$ cat src/rtl/encoder_pkg.sv
// Shared widths and the reference highest-set-bit function for the 8-to-3
// priority encoder.
package encoder_pkg;

  localparam int ENC_IN_W  = 8;
  localparam int ENC_OUT_W = 3;

  // Index of the highest set bit; an all-zero vector yields 0, so callers
  // must qualify the result with a separate "any bit set" flag.
  function automatic logic [ENC_OUT_W-1:0] f_msb_index(input logic [ENC_IN_W-1:0] vec);
    logic [ENC_OUT_W-1:0] idx;
    idx = '0;
    // Ascending scan: later (higher) set bits overwrite earlier ones, so the MSB wins.
    for (int i = 0; i < ENC_IN_W; i++) begin
      if (vec[i]) idx = ENC_OUT_W'(i);
    end
    return idx;
  endfunction

endpackage

$ cat src/rtl/priority_enc_core.sv
// Combinational priority encoder core: highest-set-bit index, any-set flag and
// multi-hot flag for a request vector.
module priority_enc_core
  import encoder_pkg::*;
#(
  parameter int IN_W  = ENC_IN_W,
  parameter int OUT_W = ENC_OUT_W
) (
  input  logic [IN_W-1:0]  in,
  output logic [OUT_W-1:0] idx,
  output logic             any,
  output logic             multi
);

  // One extra bit so that an all-ones vector does not wrap the count.
  localparam int CNT_W = $clog2(IN_W) + 1;

  logic [CNT_W-1:0] w_popcount;

  always_comb begin
    // NOTE: combinational blocks use blocking '=' and assign every output a
    // default first; a path that skips the assignment would infer a latch.
    w_popcount = '0;
    for (int i = 0; i < IN_W; i++) begin
      w_popcount = w_popcount + CNT_W'(in[i]);
    end
  end

  assign any   = |in;
  assign multi = (w_popcount > CNT_W'(1));

  generate
    if (IN_W == ENC_IN_W) begin : g_pkg_index
      assign idx = f_msb_index(in);
    end else begin : g_generic_index
      always_comb begin
        idx = '0;
        for (int i = 0; i < IN_W; i++) begin
          if (in[i]) idx = OUT_W'(i);
        end
      end
    end
  endgenerate

endmodule

$ cat src/rtl/priority_encoder_8to3.sv
// Registered 8-to-3 priority encoder with enable: index of the highest set
// request bit plus valid and multi-hot flags, one cycle after sampling.
module priority_encoder_8to3
  import encoder_pkg::*;
#(
  parameter int IN_W  = ENC_IN_W,
  parameter int OUT_W = ENC_OUT_W
) (
  input  logic             clk,
  input  logic             rst,
  input  logic             en,
  input  logic [IN_W-1:0]  in,
  output logic [OUT_W-1:0] out,
  output logic             valid,
  output logic             multi
);

  generate
    if ((IN_W < 2) || ((IN_W & (IN_W - 1)) != 0)) begin : g_bad_in_w
      $error("priority_encoder_8to3: IN_W must be a power of 2 and >= 2");
    end
    if (OUT_W != $clog2(IN_W)) begin : g_bad_out_w
      $error("priority_encoder_8to3: OUT_W must equal $clog2(IN_W)");
    end
  endgenerate

  logic [OUT_W-1:0] w_idx;
  logic             w_any;
  logic             w_multi;

  logic [OUT_W-1:0] r_out;
  logic             r_valid;
  logic             r_multi;

  priority_enc_core #(
    .IN_W  (IN_W),
    .OUT_W (OUT_W)
  ) u_core (
    .in    (in),
    .idx   (w_idx),
    .any   (w_any),
    .multi (w_multi)
  );

  // With en low the core results are never selected, so X on the request
  // vector cannot reach the registers.
  always_ff @(posedge clk) begin
    // NOTE: sequential state uses non-blocking '<=' so every register samples
    // pre-edge values regardless of statement order.
    if (rst) begin
      r_out   <= '0;
      r_valid <= 1'b0;
      r_multi <= 1'b0;
    end else if (en) begin
      r_out   <= w_idx;
      r_valid <= w_any;
      r_multi <= w_multi;
    end else begin
      r_out   <= '0;
      r_valid <= 1'b0;
      r_multi <= 1'b0;
    end
  end

  assign out   = r_out;
  assign valid = r_valid;
  assign multi = r_multi;

endmodule

$ cat config.mk
export PLATFORM = sky130hd
export DESIGN_NAME = priority_encoder_8to3
export DESIGN_NICKNAME = d
export VERILOG_FILES = /design/src/rtl/encoder_pkg.sv /design/src/rtl/priority_enc_core.sv /design/src/rtl/priority_encoder_8to3.sv
export SDC_FILE = /design/constraint.sdc
export NUM_CORES = 1
export LEC_CHECK = 0
export CAP_MARGIN = 30
export CORE_AREA = 2 2 39 41
export CTS_CLUSTER_DIAMETER = 80
export CTS_CLUSTER_SIZE = 16
export DETAILED_ROUTE_END_ITERATION = 10
export DIE_AREA = 0 0 41 43
export DONT_BUFFER_PORTS = 1
export SLEW_MARGIN = 20
export SYNTH_ARGS = -nofsm -noshare
export SYNTH_HDL_FRONTEND = slang
export SYNTH_SLANG_ARGS = --single-unit
export TNS_END_PERCENT = 100
$ cat constraint.sdc
create_clock -name clk -period 3.39 [get_ports clk]
set_input_delay 0.678 -clock clk [delete_from_list [all_inputs] [get_ports clk]]
set_output_delay 0.678 -clock clk [all_outputs]
set_load 0.005 [all_outputs]
==> implementation parameters <==
Parameter                              Value

Status
  Run status    completed

Hold path
  Class of the worst hold path    in -> reg
  Endpoint, Worst Hold    out[0]$_SDFF_PP0_
  Hold path cells    1
  Launch point of the worst hold path    in[6]

GRT
  Antenna violations before repair    0
  Total routing usage reported by global routing    8.14%
  Wire length of the first global-routing pass    945 um
  Maximum number of pins on one net before global-route repair    7
  Via count of the first global-routing pass    277
  Grt total ovfl    0

CTS
  Sinks on Clock Net    5
  Number of buffers created by CTS    3
  Number of gates given a new drive strength after cts    0
  H-tree levels    1
  Post-cts hold buffer count    0
  CTS Buffer Depth    2
  Clock-pin transition on the worst setup and hold timing paths    0.04 ns
  Post-CTS setup buffers    0
  CTS tree    done
  Clk root buf    sky130_fd_sc_hd__clkbuf_4

Pwr
  Power spent charging and discharging nets    48.0 uW
  Leak Pwr    0.210 nW
  Switch share    27.1%
  Power density cells    430 mW/mm^2
  Sequential fraction of design power    37.0%
  Clock group share of total power    38.1%
  Total power draw    177 uW
  Maximum VDD drop    0.0955 mV
  Internal Dissipation    129 uW
  Power share of the combinational group    24.9%

Worst setup path
  Critical Path Start Type    primary input
  Critical path's largest stage delay    0.49 ns
  Required arrival time at the worst endpoint    3.56 ns
  Slowest cell on crit path    sky130_fd_sc_hd__fa_1
  Endpoint type of the worst setup path    flip-flop
  Category of the most critical setup path    in -> reg
  Sequence of cells on the critical path    inv_1 -> ha_1 -> inv_1 -> fa_1 -> fa_1 -> inv_1 -> fa_1 -> inv_1 -> fa_1 -> a211oi_1 -> mux2_2 -> a21oi_1
  Arrival time reported for the critical path endpoint    3.09 ns
  Worst-path maximum fanout    2

Synthesis
  Gate count of the mapped netlist    39
  Post-synth top area share    27.4%
  Net count of the mapped netlist    58
  Sequential element share of the synthesized area    27.4%
  Cell area after synthesis    365 sq um
  Synth warn    0
  Flip-flop and latch count after synthesis    5
  Cell accounting for the most synthesized area    sky130_fd_sc_hd__dfxtp_1
  Cell types occupying the most area after synthesis    sky130_fd_sc_hd__dfxtp_1 27%, sky130_fd_sc_hd__fa_1 22%, sky130_fd_sc_hd__ha_1 14%, sky130_fd_sc_hd__inv_1 12%, sky130_fd_sc_hd__a31oi_1 3.4%
  Per-instance average area after synthesis    9.37 sq um
  Number of distinct library cell variants in the gate-level netlist after synthesis    14

Drt
  1st-iter DRT viols    0
  M1 wire length    203 um
  Highest metal layer with signal wires    met4
  Wire length per cell after detailed routing    9.00 um
  DR vias    267
  Post-route ant nets    0
  Via-to-Cell Ratio    4.53
  Routed met2 length    269 um
  Met3 wire length    41 um
  Post-detailed-routing wire length    531 um
  Residual DRC count    0
  Pre-Repair DR Iteration Count    1

Floorplan
  Initial standard-cell utilization of the core    26.4%
  Std-Cell Rows    14
  I/O pin total    16
  Placeable core region    0.00138 sq mm
  Width of the chip    41 um
  Vertical extent of the die    43 um
  Total die area    0.00176 sq mm

Layout
  Number of antenna cells inserted    0
  Final cell area excluding filler cells    412 sq um
  Count of placed standard cells in the final layout, fillers left out    59
  Post-layout util    29.7%
  Proportion of layout cells with a drive suffix above 1    9.30%
  Signed area change from the synthesized netlist to the final layout    12.7%
  Final Net Count    63

Flow run
  Reported max-cap violation count    0

Place
  Setup slack at placement    0.208 ns
  Number of buffers inserted by port buffering    0
  Placed wire-length estimate    486 um
  Number of instances in the placed design    55
  Post-detailed-placement cell area    385 sq um
  Last weighted congestion value of the routability-driven placer    0.649

Timing
  Final critical-path required period    2.92 ns
  Post-route fraction of the period consumed by the critical path    86.2%
  Worst Setup Slack, final    0.467 ns
  Slew at the pin closest to its max-slew limit    0.359 ns
  Setup repair after global routing missed its margin    no
  Worst hold slack    0.539 ns
  Maximum frequency from static timing analysis    0.342 GHz
  Slew Limit Fails    0
  Relative slew margins    75.8%
  Setup-failing EPs final    0
  Sum of negative setup slack    0 ns
  Hold Violations, Final    0
-- metal layers --
metal | track usage, % | vias to the layer above
met4 | 10.0 | 0
met3 | 0 | 2
met5 | 0 | -
li1 | - | 131
met2 | 13.4 | 12
met1 | 7.42 | 122
-- worst max-delay path by stage --
| stage | startpoint | depth (start not counted) | endpoint | slack [ns] |
|---|---|---|---|---|
| after floorplan | in[0] | 12 | multi$_SDFF_PP0_ | 0.33 |
| after global placement | in[0] | 12 | multi$_SDFF_PP0_ | 0.22 |
| after detailed placement | in[0] | 12 | multi$_SDFF_PP0_ | 0.21 |
| after CTS | in[0] | 12 | multi$_SDFF_PP0_ | 0.45 |
| after global routing | in[0] | 12 | multi$_SDFF_PP0_ | 0.29 |
| final | in[0] | 12 | multi$_SDFF_PP0_ | 0.47 |
-- power by group through the flow --
| stage | logic (mW) | registers [mW] | clock network, mW |
|---|---|---|---|
| final | 0.0440 | 0.0655 | 0.0674 |
| after global routing | 0.0543 | 0.0667 | 0.0728 |
| after CTS | 0.0457 | 0.0655 | 0.0705 |
| after detailed placement | 0.0452 | 0.0666 | 0 |
| after global placement | 0.0435 | 0.0665 | 0 |
| after floorplan | 0.0374 | 0.0662 | 0 |
-- Yosys cell counts, drive strengths merged --
cell type / number
nor2: 2
mux2: 1
or3: 1
a211oi: 1
nand2b: 2
ha: 4
a21oi: 2
a31oi: 2
o41ai: 1
a21o: 1
nor4: 1
dfxtp: 5
inv: 12
fa: 4
-- sequential cells by signal, summed over array words and instances, names as in the netlist --
name,count
out,3
valid,1
multi,1
-- cell type report --
| type | count | area [sq um] |
|---|---|---|
| multi-input combinational | 22 | 220 |
| fill | 149 | 972 |
| clock buffer | 4 | 26.3 |
| tap | 16 | 20.0 |
| sequential | 5 | 100 |
| inverter | 12 | 45.0 |
-- layout by cell type (no fill, tap or decap), types with 2 or more instances in the layout --
| cell | instances |
|---|---|
| sky130_fd_sc_hd__inv_1 | 12 |
| sky130_fd_sc_hd__dfxtp_1 | 5 |
| sky130_fd_sc_hd__fa_1 | 4 |
| sky130_fd_sc_hd__ha_1 | 4 |
| sky130_fd_sc_hd__clkbuf_4 | 3 |
| sky130_fd_sc_hd__nor2_1 | 2 |
| sky130_fd_sc_hd__nand2b_1 | 2 |
| sky130_fd_sc_hd__a31oi_1 | 2 |
| sky130_fd_sc_hd__a21oi_1 | 2 |
-- kinds of logic after synthesis --
| family | synth area share (%) |
|---|---|
| muxes | 3.08 |
| AOI/OAI and AO/OA | 12.7 |
| and+or+nand+nor | 8.91 |
| adders and majority gates | 35.6 |
| DFF | 27.4 |
| buffers and inverters | 12.3 |
-- critical path: cells and delay by family --
kind | cells | cell delay (ns)
adders and majority gates | 5 | 1.73
muxes | 1 | 0.27
buffers and inverters | 4 | 0.22
AOI/OAI and AO/OA | 2 | 0.19
Note: power is estimated with default switching activity, not from simulation.
